[src/rtl/seq_unit_if.sv]
// Controller-facing bundle for seq_unit: run/step gating, the instruction
// byte, the jump target, the carry input, the micro-strobes, and the state
// returned to the controller.
interface seq_unit_if #(
  parameter int PC_W  = 8,
  parameter int CNT_W = 16
);

  logic             run;
  logic             step;
  logic [7:0]       ram_q;
  logic [PC_W-1:0]  bus;
  logic             cy_in;
  logic             sm_en;
  logic             ld_ir;
  logic             in_pc;
  logic             ld_pc;
  logic             g_en;

  logic             sm;
  logic [7:0]       ir;
  logic [PC_W-1:0]  pc;
  logic             gf;
  logic             adv;
  logic             halted;
  logic [CNT_W-1:0] icount;

  // Controller side: drives gating and strobes, observes sequencer state
  modport master (
    output run, step, ram_q, bus, cy_in, sm_en, ld_ir, in_pc, ld_pc, g_en,
    input  sm, ir, pc, gf, adv, halted, icount
  );

  // Sequencer side: applies strobes, returns state
  modport slave (
    input  run, step, ram_q, bus, cy_in, sm_en, ld_ir, in_pc, ld_pc, g_en,
    output sm, ir, pc, gf, adv, halted, icount
  );

endinterface

[src/rtl/seq_unit.sv]
// Sequencer state for the microcoded controller: fetch/execute phase bit,
// instruction register, program counter and condition flag. The controller's
// strobes only take effect on cycles where adv is high, which is set by
// free-run or by a single-step rising edge, and is forced low once a halt
// opcode has been executed. A saturating counter tracks retired instructions.
module seq_unit #(
  parameter int              PC_W     = 8,
  parameter logic [PC_W-1:0] RESET_PC = '0,
  parameter bit              HALT_EN  = 1'b1,
  parameter logic [3:0]      HALT_OP  = 4'hF,
  parameter int              CNT_W    = 16
) (
  input  logic     clk,
  input  logic     rst_n,
  seq_unit_if.slave sif
);

  typedef enum logic {
    PH_FETCH = 1'b0,
    PH_EXEC  = 1'b1
  } phase_e;

  phase_e           phase_q, phase_d;
  logic [7:0]       ir_q, ir_d;
  logic [PC_W-1:0]  pc_q, pc_d;
  logic             gf_q, gf_d;
  logic             halted_q, halted_d;
  logic [CNT_W-1:0] icount_q, icount_d;
  logic             step_q;

  logic             adv;
  logic             step_rise;
  logic             retire;
  logic             halt_hit;

  // Advance gate: free-run level or a fresh step edge, never once halted
  always_comb begin
    step_rise = sif.step & ~step_q;
    adv       = ~halted_q & (sif.run | step_rise);
  end

  // Retire and halt decode, both keyed off being in the execute phase
  always_comb begin
    retire   = (phase_q == PH_EXEC) & sif.sm_en;
    halt_hit = HALT_EN & (phase_q == PH_EXEC) & (ir_q[7:4] == HALT_OP);
  end

  // Phase next-state: toggles between fetch and execute on sm_en
  always_comb begin
    phase_d = phase_q;
    if (adv && sif.sm_en) begin
      case (phase_q)
        PH_FETCH: phase_d = PH_EXEC;
        PH_EXEC:  phase_d = PH_FETCH;
        default:  phase_d = PH_FETCH;
      endcase
    end
  end

  // Datapath next-state: ir load, pc jump/increment, flag capture
  always_comb begin
    ir_d = ir_q;
    pc_d = pc_q;
    gf_d = gf_q;
    if (adv) begin
      if (sif.ld_ir) begin
        ir_d = sif.ram_q;
      end
      if (sif.ld_pc) begin
        pc_d = sif.bus;
      end else if (sif.in_pc) begin
        pc_d = pc_q + PC_W'(1);
      end
      if (sif.g_en) begin
        gf_d = sif.cy_in;
      end
    end
  end

  // Retired-instruction counter, holding at all-ones
  always_comb begin
    icount_d = icount_q;
    if (adv && retire && (icount_q != {CNT_W{1'b1}})) begin
      icount_d = icount_q + CNT_W'(1);
    end
  end

  // Sticky halt: set on an advancing cycle that executes the halt opcode
  always_comb begin
    halted_d = halted_q;
    if (adv && halt_hit) begin
      halted_d = 1'b1;
    end
  end

  // State registers with synchronous active-low reset
  always_ff @(posedge clk) begin
    if (!rst_n) begin
      phase_q  <= PH_FETCH;
      ir_q     <= 8'h00;
      pc_q     <= RESET_PC;
      gf_q     <= 1'b0;
      halted_q <= 1'b0;
      icount_q <= '0;
      step_q   <= 1'b0;
    end else begin
      phase_q  <= phase_d;
      ir_q     <= ir_d;
      pc_q     <= pc_d;
      gf_q     <= gf_d;
      halted_q <= halted_d;
      icount_q <= icount_d;
      step_q   <= sif.step;
    end
  end

  // Register outputs back to the controller
  always_comb begin
    sif.sm     = (phase_q == PH_EXEC);
    sif.ir     = ir_q;
    sif.pc     = pc_q;
    sif.gf     = gf_q;
    sif.halted = halted_q;
    sif.icount = icount_q;
    sif.adv    = adv;
  end

endmodule

[src/flat_wrapper.sv]
// flat-port wrapper written by rule: the top's interface ports become plain ports
module seq_unit_flat 
#(
  parameter int              PC_W     = 8,
  parameter logic [PC_W-1:0] RESET_PC = '0,
  parameter bit              HALT_EN  = 1'b1,
  parameter logic [3:0]      HALT_OP  = 4'hF,
  parameter int              CNT_W    = 16
)
  (clk, rst_n, sif_run, sif_step, sif_ram_q, sif_bus, sif_cy_in, sif_sm_en, sif_ld_ir, sif_in_pc, sif_ld_pc, sif_g_en, sif_sm, sif_ir, sif_pc, sif_gf, sif_adv, sif_halted, sif_icount);
  seq_unit_if #(.PC_W(PC_W), .CNT_W(CNT_W)) sif_i ();
  input  logic clk;
  input  logic rst_n;
  input wire logic [$bits(sif_i.run)-1:0] sif_run;
  input wire logic [$bits(sif_i.step)-1:0] sif_step;
  input wire logic [$bits(sif_i.ram_q)-1:0] sif_ram_q;
  input wire logic [$bits(sif_i.bus)-1:0] sif_bus;
  input wire logic [$bits(sif_i.cy_in)-1:0] sif_cy_in;
  input wire logic [$bits(sif_i.sm_en)-1:0] sif_sm_en;
  input wire logic [$bits(sif_i.ld_ir)-1:0] sif_ld_ir;
  input wire logic [$bits(sif_i.in_pc)-1:0] sif_in_pc;
  input wire logic [$bits(sif_i.ld_pc)-1:0] sif_ld_pc;
  input wire logic [$bits(sif_i.g_en)-1:0] sif_g_en;
  output wire logic [$bits(sif_i.sm)-1:0] sif_sm;
  output wire logic [$bits(sif_i.ir)-1:0] sif_ir;
  output wire logic [$bits(sif_i.pc)-1:0] sif_pc;
  output wire logic [$bits(sif_i.gf)-1:0] sif_gf;
  output wire logic [$bits(sif_i.adv)-1:0] sif_adv;
  output wire logic [$bits(sif_i.halted)-1:0] sif_halted;
  output wire logic [$bits(sif_i.icount)-1:0] sif_icount;
  assign sif_i.run = sif_run;
  assign sif_i.step = sif_step;
  assign sif_i.ram_q = sif_ram_q;
  assign sif_i.bus = sif_bus;
  assign sif_i.cy_in = sif_cy_in;
  assign sif_i.sm_en = sif_sm_en;
  assign sif_i.ld_ir = sif_ld_ir;
  assign sif_i.in_pc = sif_in_pc;
  assign sif_i.ld_pc = sif_ld_pc;
  assign sif_i.g_en = sif_g_en;
  assign sif_sm = sif_i.sm;
  assign sif_ir = sif_i.ir;
  assign sif_pc = sif_i.pc;
  assign sif_gf = sif_i.gf;
  assign sif_adv = sif_i.adv;
  assign sif_halted = sif_i.halted;
  assign sif_icount = sif_i.icount;
  seq_unit #(.PC_W(PC_W), .RESET_PC(RESET_PC), .HALT_EN(HALT_EN), .HALT_OP(HALT_OP), .CNT_W(CNT_W)) u_core (.clk(clk), .rst_n(rst_n), .sif(sif_i));
endmodule
[config.mk]
export PLATFORM = sky130hd
export DESIGN_NAME = seq_unit_flat
export DESIGN_NICKNAME = d
export VERILOG_FILES = /design/src/rtl/seq_unit_if.sv /design/src/rtl/seq_unit.sv /design/src/flat_wrapper.sv
export SDC_FILE = /design/constraint.sdc
export NUM_CORES = 1
export LEC_CHECK = 0
export BUFFER_PORTS_ARGS = -buffer_cell sky130_fd_sc_hd__buf_2
export CORE_UTILIZATION = 50
export DETAILED_ROUTE_END_ITERATION = 16
export PLACE_DENSITY = 0.8
export SETUP_SLACK_MARGIN = 0.15
export SYNTH_ARGS = -nofsm -noshare
export SYNTH_HDL_FRONTEND = slang
export SYNTH_SLANG_ARGS = --single-unit
[constraint.sdc]
create_clock -name clk -period 2.3 [get_ports clk]
set_input_delay 0.575 -clock clk [delete_from_list [all_inputs] [get_ports clk]]
set_output_delay 0.575 -clock clk [all_outputs]
set_load 0.01 [all_outputs]
* Yosys cells after proc, flatten, opt, wreduce, memory -nomap -nowiden
Cells that the tools add are included.
** Word-level totals
- Logic and storage cells :: 30
- Register bits after elaboration :: 36
- Memories kept :: 0
- Bits in writable memories :: 0
- Output and inout port bits :: 36
- Latch bits :: 0
- Input port bits :: 26
- Bits in read-only memories :: 0
** Operators by class
- Bitwise logic cells :: 8
- Magnitude comparators :: 0
- Add/sub/neg operators :: 2
- Divide/modulo/power cells :: 0
- Equal/unequal tests :: 2
- Multiply operators :: 0
- Muxes and demuxes :: 3
- Reduce and logical (&&, ||, !) cells :: 8
- Shifts and indexed selects :: 0
** Operator list (count)
- $add 16x1->16 const B :: 1
- $mux 8 :: 2
- $ne 16x16->1 const B :: 1
- $add 8x1->8 const B :: 1
- $reduce_and 2->1 :: 3
- $and 1x1->1 :: 4
- $eq 4x4->1 const B :: 1
- $logic_and 1x1->1 :: 4
- $not 1->1 :: 3
- $pmux 1 s2 :: 1
- $reduce_bool 2->1 :: 1
- $or 1x1->1 :: 1

* Longest topological paths before layout
Gate-level depths: netlist of run 1.
- Depth in word-level cells :: 6
- Gate-level depth with buffers :: 7
- Depth with buffers taken out :: 5

* Worst setup path before layout of run 1
No wires, ideal clock.
- Kind :: in2out
- Start point :: input port sif_step
- End point :: output port sif_adv
- Cell stages on the path :: 4
- Setup slack :: 0.451 ns
- Data arrival time :: 1.274 ns
- Required time :: 1.725 ns
- Path buffers :: 2
- Cells stage by stage :: nor2b_1 -> buf_4 -> o21a_1 -> clkbuf_1
** On the way
- Word-level cells in the longest chain between the ends :: 3
** RTL lines
- from (decl) :: line flat_wrapper.sv:15 : input wire logic [$bits(sif_i.step)-1:0] sif_step;
- $and 1x1->1 :: line seq_unit.sv:38 : step_rise = sif.step & ~step_q;
- $or 1x1->1 :: line seq_unit.sv:39 : adv = ~halted_q & (sif.run | step_rise);
- $and 1x1->1 :: line seq_unit.sv:39
- to (decl) :: line flat_wrapper.sv:28 : output wire logic [$bits(sif_i.adv)-1:0] sif_adv;
Every way passes these cells.

* Worst setup path in the final report of run 1
- Start point :: register u_core.icount_q[0] (netlist: u_core.sif.icount[0])
- End point :: register u_core.icount_q[1] (netlist: u_core.sif.icount[1])
** On the way
- Word-level cells in the longest chain between the ends :: 2
- Elaborated cells on any way between the ends :: 3
- Classes of those cells :: 1 x add/sub; 1 x eq/ne; 1 x reduce/logical
** RTL lines
- from (decl) :: line seq_unit.sv:28 : logic [CNT_W-1:0] icount_q, icount_d;
- from (signal assigned) :: line seq_unit.sv:112 : icount_q <= icount_d;
- parallel branches: the longest is 2 deep, another holds $add 16x1->16
Parallel ways; which one is timed is not known.
A chain may end at the register's enable or synchronous reset.

==> metrics.txt, run 1 <==
top area cells in the synthesized netlist dfxtp_1 (39%), a21oi_1 (8.2%), o31ai_1 (4.5%), nand3_1 (4.4%), or4_1 (4.1%); worst-margin pin slew about 420 ps; clock root buffer clkbuf_4; Worst Path Required about 2500 ps; PwrDens around 530 nW/um^2; I/O Pins 62; asr flop ratio synth 0%; CTS hold repair buffers 0; endpoints failing setup 0; status finished clean; Setup Buffers After CTS 0; Comb pwr share between 10 and 15%; Vias about 1,900; Die X ~62 microns; number of CTS-inserted buffers 5; Layout fillers between 300 and 400; Fin Setup TNS 0 ps; antenna-violating nets left 0; critical path class reg2reg; GR Util All Layers between 20% and 30%; P_sw 323 uW; Reg clk slew, reported paths between 100 and 150 ps; routed len/inst between 10 and 15 microns; Highest Clock Rate 536 MHz; switch share between 20% and 30%; syn_nets around 240; Tmin final 1870 ps; Reg2Reg Capture Point u_core.sif.icount[1]; GP Congestion approximately 0.83; Synth Flop Type dfxtp_1; clock share of power approximately 30%; Initial DRC Count roughly 110; vias in the first global route roughly 1,600; post-route cell area roughly 2200 sq um; DR vias/cell about 6; top fanout value on the critical path 10; share of layout cells above drive strength 1 a little under a third; HPWL after detailed placement between 3000 and 4000 microns; internal power between 800 and 900 uW; TritonCTS clock tree yes; Seq cells post-synth 36; Post-Syn Area per Cell about 8.5 sq um; placed cell area ~2200 sq um; Hold Crit Start sif_step; Synth top area share between 30 and 40%; total leakage power roughly 0.94 nW; final wirelength approximately 4400 microns; area leader, netlist dfxtp_1; worst hold path stage count 2; # port buffers 61; distinct cell type count after synthesis 49; power share of the sequential group 56.1%; largest net degree at the start of global routing 25; Slew HR around 70%; clock sink total 36; Initial Util between 50% and 60%; first-pass GRT wire length 7470 microns; crit share post-route 81.1%; flop-to-flop setup slack between 400 and 500 ps; fin. max-slew vios 0; commonest non-fill, non-tap cells in the layout buf_2 (61), dfxtp_1 (36), a21oi_1 (30); commonest non-fill, non-tap cell in the layout buf_2; maxcap violations 0; die height between 60 and 70 microns; Syn Inst Count roughly 220; 1st-pass router iterations 4; FF-to-FF Start u_core.sif.icount[0]; clock skew ~10 ps; Worst Hold Class in2reg; worst hold margin 451 ps; Worst setup EP type register; clock tree buffer depth 2; pre-CTS setup slack about 360 ps; sequential fraction of the synthesis area ~39%; worst reg2reg path depth 6; die footprint around 3900 sq um; Cell Area, Synth 1830 sq um; CTS resizes 0; initial antenna violation count 0; row count 21; maximum VDD drop slightly below 0.0004 V; final hold violations 0; Startpoint Class register; Post-synth EDFFs 0; htree depth 2; total congestion overflow 0; warning count from the yosys run 0; setup ws final about 430 ps; Nets roughly 310; Inserted Diodes 0; RSZ-0062 raised after global routing false; Worst Hold End u_core.step_q; Worst-Skew Late Latency between 300 and 400 ps; Residual DRC 0; Area Overhead vs Synth 22.7%; total core area 3420 sq um; crit path DAT approximately 2100 ps
## state kept, by name (all words and copies together) (netlist names)
register           cells
u_core.sif.pc          8
u_core.sif.gf          1
u_core.sif.sm          1
u_core.step_q          1
u_core.sif.icount     16
u_core.sif.ir          8
u_core.sif.halted      1
## worst max path at each step
stage	cells after the start	endpoint	slack, ps	start
2_1_floorplan	4	sif_adv	450	sif_step
3_3_place_gp	7	u_core.sif.icount[3]	390	sif_step
3_5_place_dp	7	u_core.sif.icount[7]	360	sif_step
4_1_cts	5	sif_adv	430	sif_step
5_1_grt	6	u_core.sif.icount[1]	260	u_core.sif.icount[0]
6_report	6	u_core.sif.icount[1]	430	u_core.sif.icount[0]
## kinds of logic (layout without fill, tap and decap cells)
kind of cell / after synthesis / count (layout) / share of synthesized area (%)
AND/OR/NAND/NOR: 83 / 83 / 26.2
AO/OA/AOI/OAI: 71 / 71 / 26.7
flip-flops: 36 / 36 / 39.4
buffers and inverters: 20 / 83 / 4.72
adder cells (fa/ha/maj): 2 / 2 / 1.37
multiplexers: 2 / 2 / 1.10
XOR/XNOR: 1 / 1 / 0.479
## power groups by stage
stage                     clock network (mW)  logic [mW]  registers, mW
final                                  0.358       0.166          0.669
after global routing                   0.397       0.186          0.673
after CTS                              0.361       0.167          0.669
after detailed placement                   0       0.166          0.683
after global placement                     0       0.162          0.682
after floorplan                            0      0.0886          0.690
## cells in the mapped netlist, drive strengths merged, types with 3 or more instances
cell    number
a21oi       30
and3         5
buf          5
clkbuf       8
dfxtp       36
inv          6
nand2       19
nand2b       4
nand3       16
nand4        6
nor2         9
nor3         3
nor4         3
o211ai       3
o21ai        8
o221a        3
o31ai       11
or4         10
## critical path, cell delays in order (launching register included)
cell	delay (ps)
dfxtp_1	410
ha_1	200
nand3_1	220
nor4_4	510
buf_4	240
or3b_1	120
a21oi_1	50
## layer usage
metal / share of wire, % / track usage, % / vias up
met3: 5.1 / 4.56 / 4
met1: 46 / 31.4 / 904
met4: 0.89 / 8.14 / 0
li1: - / - / 946
met2: 48 / 37.9 / 61
met5: 0 / 0 / -
## per-stage QoR
stage	std cells	total power [mW]	utilization, %
2_1_floorplan	215	0.779	-
3_3_place_gp	316	0.844	63.9
3_5_place_dp	316	0.849	63.9
4_1_cts	324	1.20	65.6
5_1_grt	324	1.26	65.6
6_report	324	1.19	65.6
## layout make-up
cell class / count / area (sq um) / area share [%]
clock buffers: 8 / 58.8 / 2.62
inverters: 7 / 26.3 / 1.17
multi-input cells: 159 / 1020 / 45.5
flip-flops and latches: 36 / 721 / 32.1
well taps: 46 / 57.6 / 2.57
repair buffers: 68 / 358 / 16.0
Power figures use the tool's default switching activity.
==> inputs of run 2 (changes only) <==
- CORE_UTILIZATION: 50 -> 45
- PLACE_DENSITY: 0.8 -> 0.76
- clock period: 2.3 -> 1.7 ns (I/O delays scaled with it)
==> run 2 against run 1 <==
Net effect:
- core utilization increased by 0.85 points
- critical path depth decreased by 1
- first-iteration DRC count increased by 21%
- worst setup slack got worse by 360 ps
- worst hold slack got worse by 100 ps
- combinational power increased by 47%
- register-to-register slack got worse by 330 ps
- sequential power increased by 35%
- via count decreased by 0.26%
- clock skew decreased by 6.0 ps
- die area increased by 11%
- global-route usage decreased by 1.1 points
- highest routed layer unchanged
==> metrics.txt, run 2 (same netlist as run 1, synthesis figures left out) <==
fin. max-slew vios 0 (unchanged); Worst Hold End u_core.step_q; die footprint 4320 sq um (+11%); final wirelength 4670 microns (+6.4%); I/O Pins 62 (unchanged); Final Power 1.77 mW (+48%); HPWL after detailed placement 3210 microns (+2.6%); total core area 3770 sq um (+10%); Vias 1,910 (-0.26%); largest net degree at the start of global routing 19 (-24%); final hold violations 0 (unchanged); antenna-violating nets left 0 (unchanged); GP Congestion 0.795 (-4.0%); share of layout cells above drive strength 1 40.7% (+10 points); clock share of power 35.3% (+5.3 points); worst hold margin 346 ps (-105 ps); commonest non-fill, non-tap cells in the layout buf_2 (61), a21oi_1 (29), dfxtp_1 (23); worst reg2reg path depth 6 (unchanged); clock root buffer clkbuf_8; Slew HR 72.0% (+0.43 points); P_sw 458 uW (+42%); Worst-Skew Late Latency 280 ps (-60 ps); PwrDens 706 nW/um^2 (+33%); clock tree buffer depth 2 (unchanged); Worst setup EP type output port; maxcap violations 0 (unchanged); Worst Path Required 1270 ps (-1260 ps); die height 65.7 microns (+5.2%); clock sink total 36 (unchanged); internal power 1.31 mW (+51%); Area Overhead vs Synth 37.2%; flop-to-flop setup slack 100 ps (-330 ps); Initial DRC Count 136 (+21%); setup ws final 69.7 ps (-365 ps); Tmin final about 1600 ps; initial antenna violation count 0 (unchanged); total congestion overflow 0 (unchanged); first-pass GRT wire length 7450 microns (-0.27%); Startpoint Class register; power share of the sequential group 50.9% (-5.2 points); Die X 65.7 microns (+5.2%); # port buffers 61 (unchanged); GR Util All Layers 22.5% (-1.1 points); switch share 25.9% (-1.2 points); routed len/inst 13.8 microns (+2.0%); crit path DAT 1210 ps (-890 ps); Hold Crit Start sif_step; CTS hold repair buffers 0 (unchanged); total leakage power 1.04 nW (+11%); Worst Hold Class in2reg; top fanout value on the critical path 3 (-7); Highest Clock Rate 613 MHz; pre-CTS setup slack -19.3 ps (-381 ps); clock skew 4.40 ps (-6.00 ps); placed insts 326 (+3.2%); commonest non-fill, non-tap cell in the layout buf_2; Reg clk slew, reported paths 70 ps (-40 ps); endpoints failing setup 0 (unchanged); row count 22 (+4.8%); number of CTS-inserted buffers 5 (unchanged); critical path class reg2out; Nets 317 (+3.9%); number of flip-flops in the largest register 16 (unchanged); maximum VDD drop 0.000527 V (+35%); Comb pwr share 13.8% (about the same); status finished clean; vias in the first global route 1,689 (+2.7%); Reg2Reg Capture Point u_core.sif.icount[13]; TritonCTS clock tree yes; crit share post-route about 96%; 1st-pass router iterations 4 (unchanged); Residual DRC 0 (unchanged); Fin Setup TNS 0 ps (unchanged); DR vias/cell 5.65 (-4.4%); Initial Util 48.5% (-5.0 points); Inserted Diodes 0 (unchanged); FF-to-FF Start u_core.step_q; RSZ-0062 raised after global routing true; htree depth 2 (unchanged); final non-filler cell total 338 (+4.3%); worst hold path stage count 2 (unchanged); worst-margin pin slew 418 ps (-4.90 ps)
[run 2: changes by cell type in the layout (fill, tap and decap cells not counted), sizes merged]
cell / before / now
buf: 68 / 80
[run 2: cell type report]
type	count	area, sq um
Fill cell	311	1260
Multi-Input combinational cell	159	1120
Sequential cell	36	747
Timing Repair Buffer	80	468
Clock buffer	8	90.1
Tap cell	48	60.1
Inverter	7	26.3
[run 2: metrics by stage]
step	area, sq um	utilization [%]
after global routing	2510	66.5
after CTS	2440	64.8
after global placement	2270	60.3
final	2510	66.5
after detailed placement	2270	60.3
after floorplan	1850	-
[run 2: power by group through the flow]
stage          Sequential [mW]  Clock [mW]  Combinational, mW
2_1_floorplan            0.934           0              0.124
3_3_place_gp             0.923           0              0.232
3_5_place_dp             0.924           0              0.235
4_1_cts                  0.901       0.646              0.243
5_1_grt                  0.905       0.690              0.269
6_report                 0.901       0.626              0.244
[run 2: worst max path at each step]
stage,depth (start not counted),to,startpoint,slack (ps)
after floorplan,4,sif_adv,sif_step,140
after global placement,6,sif_adv,sif_step,10
after detailed placement,6,u_core.sif.icount[13],sif_step,-20
after CTS,5,sif_adv,u_core.step_q,60
after global routing,5,sif_adv,u_core.step_q,10
final,5,sif_adv,u_core.step_q,70
[run 2: critical path: stages (launching register included)]
cell and delay [ps]:
dfxtp_1 320, nor2b_1 40, buf_4 130, buf_6 100, o21a_1 180, buf_2 140
[run 2: per-layer routing]
layer / global-route usage, % / vias to the layer above / part of all wire (%) / wire length (microns)
li1: - / 969 / - / -
met1: 28.0 / 884 / 45 / 2100
met2: 36.1 / 51 / 49 / 2270
met3: 6.42 / 6 / 4.8 / 226
met4: 9.24 / 0 / 1.5 / 72
met5: 0 / - / 0 / 0
[run 2: what timing repair did]
item | CTS | global route
setup buffers | 3 | 1
pin swaps | 1 | 1
gates resized for setup | 16 | 12
setup endpoints to repair | 15 | 16
==> inputs of run 3 (changes only) <==
- ABC_CLOCK_PERIOD_IN_PS: default -> 1700
- CTS_BUF_LIST: default -> sky130_fd_sc_hd__clkbuf_16
==> run 3 against run 2 <==
Net effect:
- sequential share of layout area shrank 0.69 points
- clock skew shrank 0.80 ps
- die area is the same
- first-iteration DRC count grew 13%
- cell area grew 1.3%
- clock-buffer cell count shrank 3
- routed wire length shrank 2.0%
- register-to-register slack is essentially flat
- sequential power grew 0.7%
- worst setup slack gained 11 ps
==> metrics.txt, run 3 (same netlist as run 1, synthesis figures left out) <==
first-pass GRT wire length 7400 microns (-0.56%); htree depth 2 (unchanged); crit share post-route 95.3% (-0.64 points); clock root buffer clkbuf_16; maximum VDD drop 0.000663 V (+26%); Initial DRC Count 153 (+13%); total leakage power 1.06 nW (+2.2%); antenna-violating nets left 0 (unchanged); Slew HR 72.3% (+0.27 points); Reg clk slew, reported paths 50 ps (-20 ps); Initial Util 48.5% (unchanged); Vias 1,945 (+1.8%); GP Congestion 0.795 (unchanged); post-route cell area 2540 sq um (+1.3%); PwrDens 789 nW/um^2 (+12%); # port buffers 61 (unchanged); row count 22 (unchanged); clock tree buffer depth 2 (unchanged); met3 WL 224 microns (-0.88%); Worst-Skew Late Latency 280 ps (about the same); die height 65.7 microns (unchanged); Startpoint Class register; share of layout cells above drive strength 1 39.4% (-1.2 points); Die X 65.7 microns (unchanged); endpoints failing setup 0 (unchanged); placed cell area 2270 sq um (unchanged); Tmin final 1620 ps (-10.9 ps); total congestion overflow 0 (unchanged); vias in the first global route 1,667 (-1.3%); worst-margin pin slew 414 ps (-4.08 ps); I/O Pins 62 (unchanged); 1st-pass router iterations 4 (unchanged); Nets 316 (-0.32%); HPWL after detailed placement 3210 microns (unchanged); TritonCTS clock tree yes; clock sink total 36 (unchanged); Highest Clock Rate 618 MHz (+0.67%); GR Util All Layers 22.1% (-0.42 points); Max Used Layer met4; Worst setup EP type output port; Residual DRC 0 (unchanged); final hold violations 0 (unchanged); number of flip-flops in the largest register 16 (unchanged); met2 routed WL 2170 microns (-4.5%); die footprint 4320 sq um (unchanged); top fanout value on the critical path 3 (unchanged); DR vias/cell 5.77 (+2.1%); routed len/inst 13.6 microns (-1.7%); final wirelength 4570 microns (-2.0%); commonest non-fill, non-tap cells in the layout buf_2 (60), a21oi_1 (29), dfxtp_1 (25); Met1 Wirelength 2110 microns (+0.52%); Inserted Diodes 0 (unchanged); fin. max-slew vios 0 (unchanged); Fin Setup TNS 0 ps (unchanged); status finished clean; largest net degree at the start of global routing 19 (unchanged); clock skew 3.60 ps (-0.799 ps); commonest non-fill, non-tap cell in the layout buf_2; crit path DAT 1190 ps (-20 ps); Area Overhead vs Synth 39.0%; number of CTS-inserted buffers 5 (unchanged); Worst Hold Class in2reg; RSZ-0062 raised after global routing true; maxcap violations 0 (unchanged); initial antenna violation count 0 (unchanged); Worst Path Required 1270 ps (about the same); critical path class reg2out; total core area 3770 sq um (unchanged)
run 3: changes by cell type in the layout (fill, tap and decap cells not counted), sizes merged:
cell | before | now
clkbuf | 8 | 5
clkinv | 1 | 2
inv | 6 | 8
buf | 80 | 79
run 3: routing by layer:
| metal | vias up | track usage (%) |
|---|---|---|
| met3 | 7 | 5.38 |
| met1 | 920 | 27.9 |
| met5 | - | 0 |
| met2 | 52 | 35.6 |
| li1 | 966 | - |
| met4 | 0 | 8.97 |
run 3: worst paths after layout:
check             slack, ps               endpoint  cells past startpoint        startpoint
hold reg to reg         460       u_core.sif.ir[2]                      2  u_core.sif.ir[2]
hold / removal          350          u_core.step_q                      2          sif_step
setup / recovery         80                sif_adv                      5     u_core.step_q
setup reg to reg        100  u_core.sif.icount[13]                      6     u_core.step_q
run 3: area by class of cell:
class	count	area, sq um
clock inverters	3	11.3
fillers	295	1230
clock buffers	5	125
repair buffers	79	463
multi-input cells	159	1120
flip-flops and latches	36	739
inverters	7	26.3
well taps	48	60.1
run 3: where the power goes:
group	leakage [nW]	internal, mW	switching, mW
sequential	0.299	0.875	0.0316
combinational	0.689	0.113	0.132
clock	0.0738	0.527	0.327
total	1.06	1.52	0.490
run 3: worst max-delay path, cell delays in order (launching register included):
cell     delay (ps)
dfxtp_2         320
nor2b_1          40
buf_4           130
buf_6           100
o21a_1          180
buf_2           140
run 3: timing repair:
item,4_1_cts,5_1_grt
gates resized for setup,15,9
setup buffers,3,0
pin swaps,2,2
setup endpoints to repair,15,16
hold buffers,0,0
run 3: stage by stage:
stage	util, %	hold slack, ps	power (mW)	instances	setup slack [ps]
2_1_floorplan	-	481	1.06	215	138
3_3_place_gp	60.3	441	1.16	326	13.3
3_5_place_dp	60.3	452	1.16	326	-19.3
4_1_cts	66.0	351	2.02	337	75.5
5_1_grt	67.4	352	2.10	337	30.8
6_report	67.4	354	2.01	337	80.6
